[config.mk]
export PLATFORM = sky130hd
export DESIGN_NAME = updown_mod_counter
export DESIGN_NICKNAME = d
export VERILOG_FILES = /design/src/rtl/updown_mod_counter.sv
export SDC_FILE = /design/constraint.sdc
export NUM_CORES = 1
export LEC_CHECK = 0
export BUFFER_PORTS_ARGS = -buffer_cell sky130_fd_sc_hd__buf_2
export CORE_MARGIN = 8
export CORE_UTILIZATION = 50
export DETAILED_ROUTE_END_ITERATION = 7
export PLACE_DENSITY = 0.86
export SYNTH_ARGS = -nofsm -noshare
export SYNTH_HDL_FRONTEND = slang
export SYNTH_SLANG_ARGS = --single-unit
[constraint.sdc]
create_clock -name Clock -period 2.7 [get_ports Clock]
set_input_delay 0.27 -clock Clock [delete_from_list [all_inputs] [get_ports Clock]]
set_output_delay 0.27 -clock Clock [all_outputs]
set_load 0.01 [all_outputs]
[src/rtl/updown_mod_counter.sv]
// Parametrised up/down counter over the range 0..limit with synchronous load,
// count enable, wrap or saturate at the range boundary, a registered boundary
// pulse and a sticky overflow flag.
module updown_mod_counter #(
    parameter int WIDTH = 8
) (
    input  logic             Clock,
    input  logic             Resetn,
    input  logic             en,
    input  logic             up,
    input  logic             load,
    input  logic [WIDTH-1:0] din,
    input  logic [WIDTH-1:0] limit,
    input  logic             sat,
    input  logic             clr_ovf,
    output logic [WIDTH-1:0] Q,
    output logic             bnd,
    output logic             ovf
);

    logic [WIDTH-1:0] q_next;
    logic             bnd_next;
    logic             ovf_next;
    logic             at_top;
    logic             at_bottom;

    // Boundary detection is done on the current value before any add or
    // subtract, so the arithmetic never needs a carry bit. A count left above
    // a lowered limit counts as being at the top.
    assign at_top    = (Q >= limit);
    assign at_bottom = (Q == '0);

    // Next-state selection: load beats enable, enable beats hold.
    always_comb begin
        q_next   = Q;
        bnd_next = 1'b0;
        if (load) begin
            q_next = (din > limit) ? limit : din;
        end else if (en) begin
            if (up) begin
                if (at_top) begin
                    bnd_next = 1'b1;
                    q_next   = sat ? limit : '0;
                end else begin
                    q_next = Q + 1'b1;
                end
            end else begin
                if (at_bottom) begin
                    bnd_next = 1'b1;
                    q_next   = sat ? '0 : limit;
                end else begin
                    q_next = Q - 1'b1;
                end
            end
        end
        // A boundary in the same cycle as a clear keeps the flag set.
        if (bnd_next) begin
            ovf_next = 1'b1;
        end else if (clr_ovf) begin
            ovf_next = 1'b0;
        end else begin
            ovf_next = ovf;
        end
    end

    // Output registers; reset clears count, pulse and sticky flag at once.
    always_ff @(posedge Clock or negedge Resetn) begin
        if (!Resetn) begin
            Q   <= '0;
            bnd <= 1'b0;
            ovf <= 1'b0;
        end else begin
            Q   <= q_next;
            bnd <= bnd_next;
            ovf <= ovf_next;
        end
    end

endmodule

Word level (Yosys, flattened, before mapping)
Index checks and enable logic that the tools add are counted.

storage, ports and cells
  output and inout bits = 10
  word-level logic and storage cells = 25
  register bits after elaboration = 10
  input bits = 23

cells by class
  muxes and demuxes = 15
  add/subtract/negate cells = 2
  order comparisons = 2
  reductions and logical operators = 3

operators with widths
  operator                                           number
  two-way mux 8 bit                                  8
  adder 8 x 1 -> 8 bit (second input constant)       1
  >= comparator 8 bit                                1
  greater-than comparator 8 bit                      1
  zero test 8 bit                                    1
  subtractor 8 x 1 -> 8 bit (second input constant)  1
  two-way mux 1 bit                                  7
  nonzero test 2 bit                                 2

Longest topological paths before layout
Gate-level depths: netlist (run 1).

  depth after elaboration = 6
  mapped depth = 9
  depth with buffers taken out = 8

Least setup slack after synthesis (run 1)
No wires, ideal clock.

  path kind = register to register
  from = register Q[0]
  to = register Q[7]
  library setup time = 0.094 ns
  arrival = 2.301 ns
  clock period less this slack = 2.395 ns
  required time = 2.606 ns
  stages on the path, launching flop included = 10
  path buffers = 1
  path slack = 0.305 ns
  cell sequence = dfrtp_1 inv_1 ha_1 and3_1 o21ai_1 a311o_2 and2_4 buf_6 or4_1 a211oi_1

between the ends
  cells in the longest elaborated chain, start to end = 5
  elaborated cells on any way between the ends = 9
  those cells by class = add/sub: 2; order compare: 1; mux: 5; reduce/logical: 1

ends and longest elaborated chain
  element                                            RTL line  text
  start, declared                                    16        output logic [WIDTH-1:0] Q,
  start signal, assigned                             73        Q <= q_next;
  subtractor 8 x 1 -> 8 bit (tied with other cells)  52        q_next = Q - 1'b1;
  two-way mux 8 bit (on tied branches)               48, 41
  two-way mux 8 bit *                                40        if (up) begin
  two-way mux 8 bit *                                39        end else if (en) begin
  two-way mux 8 bit *                                37        if (load) begin

Every way passes the cells marked *; elsewhere a longest branch is shown, timed or not. The select of a mux whose other input is x is not followed.
A chain may end at the register's enable or synchronous reset.

Worst setup path in the final report (run 1)
Same ends and word-level chain as after synthesis.

==> flow_summary.json, run 1 <==
{
  "status": "finished clean",
  "postCtsSetupBuffers": 0,
  "dieArea_um2": 4938,
  "clk_latency_ps": 270,
  "synth_edf_count": 0,
  "clk_pin_slew_worst_paths_ps": 80,
  "syn_area_um2": 1473,
  "drive_above_1_share_pct": 24.55,
  "grt_util_all_layers_pct": 17.64,
  "synthArstFlopShare_pct": 100.0,
  "cts_buffers": 3,
  "initial_utilization_pct": 52.95,
  "nFillCells": 231,
  "tightest_slew_ps": 576.6,
  "synth_cells": 185,
  "setup_viol_count_final": 0,
  "drtIter0Drc": 113,
  "grt_pass1_wl_mm": 7.438,
  "peakVddDrop_v": 0.0003124,
  "num_antenna_cells": 0,
  "cts_tree": "done",
  "cp.arrival_ps": 2630,
  "synth_seq_cells": 10,
  "ios": 33,
  "core_um2": 2781,
  "cts_root_buf": "clkbuf_4",
  "p_per_area_nw_per_um2": 459.4,
  "antenna_found_initial": 0,
  "htree_levels": 1,
  "ff2ff_setup_slack_ps": 250,
  "end_kind": "register",
  "crit_required_ps": 2880,
  "postSynthAreaPerCell_um2": 7.960,
  "rows": 19,
  "skew_ps": 9.647,
  "period_minus_slack_ps": 2448,
  "min_path_type": "input port to register",
  "chipWidth_um": 70.27,
  "synth_nets": 227,
  "drv_slew": 0,
  "dp.cells": 246,
  "final.setup.tns_ps": 0,
  "ant_nets": 0,
  "routed_wl_mm": 4.417,
  "drv_cap": 0,
  "start_kind": "register",
  "final-hold-violation-count": 0,
  "final.period_utilization_pct": 90.68,
  "synth_area_leaders": "dfrtp_1 (17%), ha_1 (16%), mux2i_1 (6.8%)",
  "cts_resized": 0,
  "final_cell_count_no_fill": 251,
  "yosysUniqueCellTypes": 51,
  "die_y_um": 70.27,
  "rsz0062_at_grt": "no",
  "dr.pass1.iters": 5,
  "wl_per_cell_um": 17.60,
  "grt_max_degree": 23,
  "p_leak_nw": 0.8291,
  "yosys_warnings": 0,
  "port_buffers": 32,
  "clock-sinks": 10,
  "drt-vias-per-instance": 6.315,
  "critPathKind": "register to register",
  "hpwl_mm": 3.532,
  "cts_hold_buffers": 1,
  "clockBufferDepth": 2,
  "yosysSeqAreaShare_pct": 16.99,
  "grt_pass1_vias": 1568,
  "yosysTopAreaCell": "dfrtp_1",
  "via_count": 1585,
  "area_growth_pct": 17.67,
  "cp_max_fo": 9,
  "synth_top_area_share_pct": 16.99,
  "fmax_ghz": 0.4085,
  "slew-limit-headroom_pct": 61.49,
  "synth_ff_type": "dfrtp_1",
  "drc": 0,
  "gp_congestion": 0.9722,
  "overflow": 0,
  "nets": 263
}
-- critical path: stages, from the launching register on --
cell and delay, ps:
dfrtp_1 410, inv_1 170, ha_1 320, and3_1 140, o21ai_1 60, a311o_2 460, and2_4 200, or4_1 390
a211oi_1 200
-- kinds of logic (layout without fill, tap and decap cells) --
logic type | after synthesis | in the layout | share of synthesized area, %
flops | 10 | 10 | 16.99
simple gates | 54 | 54 | 19.71
mux | 11 | 11 | 7.562
compound gates | 57 | 57 | 27.70
fa+ha+maj | 19 | 19 | 16.14
buf+inv | 26 | 61 | 7.137
xor+xnor | 8 | 8 | 4.757
-- cell usage in the layout, fill, tap and decap left out, types with 4 or more instances in the layout --
master / count
mux2i_1: 10
buf_2: 32
nand2_1: 16
nand2b_1: 4
a21oi_1: 15
inv_1: 14
buf_4: 8
nor2_1: 10
ha_1: 19
xor2_1: 4
xnor2_1: 4
nor3_1: 6
dfrtp_1: 10
a211oi_1: 8
-- synthesized netlist by cell type (2+ instances only) --
cell / count
inv_2: 2
o21ai_1: 3
nand2_1: 16
nor2b_1: 2
a211oi_1: 8
o31ai_1: 3
a22oi_1: 2
a21oi_1: 15
and3_1: 2
clkbuf_1: 9
a21boi_1: 2
nand3_1: 3
dfrtp_1: 10
ha_1: 19
o211ai_1: 2
o21ai_0: 2
nor2_1: 10
nor3_1: 6
a31oi_1: 2
xor2_1: 4
o311ai_1: 2
a221oi_1: 2
xnor2_1: 4
nand4_1: 3
nand2b_1: 4
mux2i_1: 10
inv_1: 14
-- routing by layer --
metal / share of wire, % / up-vias / GRT usage [%]
li1: - / 764 / -
met1: 42 / 713 / 22.17
met4: 1.5 / 0 / 6.250
met2: 45 / 99 / 28.37
met3: 12 / 9 / 4.237
met5: 0 / - / 0
-- path summary, 6_finish.rpt --
check / start / end / cells past startpoint
hold reg to reg: ovf$_DFFE_PN0P_ / ovf$_DFFE_PN0P_ / 1
setup / recovery: Q[0]$_DFFE_PN0P_ / Q[7]$_DFFE_PN0P_ / 8
min in group asynchronous: Resetn / Q[2]$_DFFE_PN0P_ / 2
hold / removal: clr_ovf / ovf$_DFFE_PN0P_ / 3
max in group asynchronous: Resetn / bnd$_DFF_PN0_ / 2
setup reg to reg: Q[0]$_DFFE_PN0P_ / Q[7]$_DFFE_PN0P_ / 8
-- final cells by class --
cell class | count | area (um2) | area share [%]
repair buffers | 41 | 230.2 | 13.29
inverters | 16 | 60.06 | 3.466
well taps | 31 | 38.79 | 2.238
clock buffers | 4 | 36.28 | 2.094
multi-input cells | 149 | 1117 | 64.48
flip-flops and latches | 10 | 250.2 | 14.44
-- flip-flops by register name (all words and copies together), names as in the netlist --
name,cells
ovf,1
bnd,1
Q,8
-- report_power, final --
group,internal (W),switching [W],total (W)
sequential,0.000173,0.0000237,0.000197
clock,0.0000819,0.0000594,0.000141
combinational,0.000192,0.000266,0.000458
total,0.000447,0.000349,0.000796
-- stage by stage --
step                setup WS, ps  power [W]  hold WS [ps]  area, um2  util, %
floorplan                  304.6  0.0005100        -25.59       1473        -
global placement           396.3  0.0006333         149.5       1687    60.64
detailed placement         315.1  0.0006470         149.2       1687    60.64
CTS                        270.9  0.0007909         258.4       1733    62.30
global route               152.7  0.0008533         268.8       1733    62.30
finish                     251.7  0.0007961         258.6       1733    62.30
(Power assumes the default switching activity.)
==> run 2: changes to the inputs <==
--- a/config.mk
+++ b/config.mk
@@ -6,10 +6,13 @@
 export NUM_CORES = 1
 export LEC_CHECK = 0
 export BUFFER_PORTS_ARGS = -buffer_cell sky130_fd_sc_hd__buf_2
+export CELL_PAD_IN_SITES_DETAIL_PLACEMENT = 1
+export CELL_PAD_IN_SITES_GLOBAL_PLACEMENT = 1
 export CORE_MARGIN = 8
-export CORE_UTILIZATION = 50
+export CORE_UTILIZATION = 40
 export DETAILED_ROUTE_END_ITERATION = 7
-export PLACE_DENSITY = 0.86
+export PLACE_DENSITY = 0.92
+export SKIP_LAST_GASP = 1
 export SYNTH_ARGS = -nofsm -noshare
 export SYNTH_HDL_FRONTEND = slang
 export SYNTH_SLANG_ARGS = --single-unit
==> run 2 against run 1 <==
Effect of this change:
- core utilization decreased by 13 points
- sequential power grew 2%
- worst hold slack better by 27 ps
- largest power group unchanged
- routed wire length grew 22%
- power is 9.6% higher
- die area grew 19%
- largest cell class unchanged
- first-iteration DRC count is 19% lower
- global-route usage is 0.71 points higher
- sequential share of layout area shrank 0.27 points
- clock-buffer cell count unchanged
- sequential cell count did not move
==> flow_summary.json, run 2 (synthesis gave the netlist of run 1 again) <==
{
  "status": "finished clean",
  "clock-sinks": 10,
  "core_um2": 3606,
  "final_common_cell": "buf_2",
  "top_register": "Q",
  "clk_pin_slew_worst_paths_ps": 60,
  "dr.max_layer_used": "met4",
  "grt_max_degree": 23,
  "antenna_found_initial": 0,
  "min_path_type": "input port to register",
  "end_kind": "register",
  "hpwl_mm": 4.191,
  "area.sequential_um2": 250.2,
  "cts_root_buf": "clkbuf_8",
  "crit_path_max_incr_delay_ps": 450,
  "setup_viol_count_final": 0,
  "routed_wl_mm": 5.388,
  "cp.buffers_inverters": 1,
  "dr.pass1.iters": 4,
  "crit_required_ps": 2850,
  "drv_slew": 0,
  "cp.arrival_ps": 2600,
  "route.met2.wl_mm": 2.673,
  "finish.utilization_pct": 48.96,
  "cts_tree": "done",
  "nets": 262,
  "final.period_utilization_pct": 90.85,
  "chipWidth_um": 76.68,
  "drtIter0Drc": 91,
  "final_cell_mix": "buf_2 (32), ha_1 (19), nand2_1 (16)",
  "cts_buffers": 3,
  "rsz0062_at_grt": "no",
  "htree_levels": 1,
  "gp_congestion": 0.8966,
  "die_y_um": 76.68,
  "final.setup.tns_ps": 0,
  "multi_input_area_um2": 1117,
  "period_minus_slack_ps": 2453,
  "start_kind": "register",
  "port_buffers": 32,
  "ant_nets": 0,
  "wl_met1_mm": 2.264,
  "critPathTopFamily": "simple AND/OR/NAND/NOR gates",
  "drv_cap": 0,
  "grt_pass1_wl_mm": 8.880,
  "grt_util_all_layers_pct": 18.35,
  "area_growth_pct": 19.88,
  "drc": 0,
  "critPathKind": "register to register",
  "cts_hold_buffers": 1,
  "cts_resized": 0,
  "p_leak_nw": 0.8315,
  "final-hold-violation-count": 0,
  "dp_slack_ps": 249.0,
  "fmax_ghz": 0.4077,
  "tightest_slew_ps": 607.2,
  "worst_slack_ps": 247.0,
  "cp_max_fo": 9,
  "num_antenna_cells": 0,
  "peakVddDrop_v": 0.0002545,
  "overflow": 0,
  "slew-limit-headroom_pct": 59.34,
  "initial_utilization_pct": 40.84,
  "wl_per_cell_um": 20.18,
  "via_count": 1617,
  "clk_latency_ps": 250,
  "clockBufferDepth": 2,
  "skew_ps": 2.749,
  "largest_reg_flops": 8,
  "dieArea_um2": 5879,
  "drt-vias-per-instance": 6.056,
  "rows": 22,
  "grt_pass1_vias": 1702,
  "slowest_stage": "a311o_2",
  "largestRegisters": "Q x8, bnd x1, ovf x1",
  "path_cells": "inv_1, ha_1, and3_1, o21ai_1, a311o_2, and2_4, or4_1, a211oi_1",
  "nFillCells": 460,
  "drive_above_1_share_pct": 24.20,
  "ios": 33,
  "p_per_area_nw_per_um2": 494.2,
  "wl_met3_um": 305,
  "postCtsSetupBuffers": 0
}
-- run 2: metrics by stage --
step	hold WS, ps	instances	power [W]	area, um2
2_1_floorplan	-25.59	185	0.0005100	1473
3_3_place_gp	153.4	262	0.0006390	1700
3_5_place_dp	170.4	262	0.0006608	1700
4_1_cts	289.1	267	0.0008702	1765
5_1_grt	296.1	267	0.0009357	1765
6_report	285.9	267	0.0008725	1765
-- run 2: worst min-delay path: stages --
cell and delay (ps):
buf_2 100, inv_1 40, a21o_1 90
-- run 2: power breakdown --
group          switching, W  internal (W)
clock             0.0000752      0.000129
sequential        0.0000276      0.000174
combinational      0.000277      0.000190
total              0.000380      0.000493
-- run 2: final timing paths --
path | from | end | slack, ps | cells after the start
min in group asynchronous | Resetn | Q[2]$_DFFE_PN0P_ | 440 | 2
hold reg to reg | ovf$_DFFE_PN0P_ | ovf$_DFFE_PN0P_ | 480 | 1
hold / removal | clr_ovf | ovf$_DFFE_PN0P_ | 290 | 3
setup / recovery | Q[0]$_DFFE_PN0P_ | Q[7]$_DFFE_PN0P_ | 250 | 8
setup reg to reg | Q[0]$_DFFE_PN0P_ | Q[7]$_DFFE_PN0P_ | 250 | 8
max in group asynchronous | Resetn | bnd$_DFF_PN0_ | 2040 | 2
-- run 2: area by class of cell --
type / count / area share [%]
Tap cell: 48 / 3.402
Timing Repair Buffer: 40 / 12.62
Inverter: 16 / 3.402
Clock buffer: 4 / 3.118
Sequential cell: 10 / 14.17
Multi-Input combinational cell: 149 / 63.29
-- run 2: layer usage --
layer / global-route usage, % / up-vias
met5: 0 / -
met4: 5.769 / 0
met1: 22.12 / 780
met3: 4.312 / 12
met2: 31.18 / 62
li1: - / 763
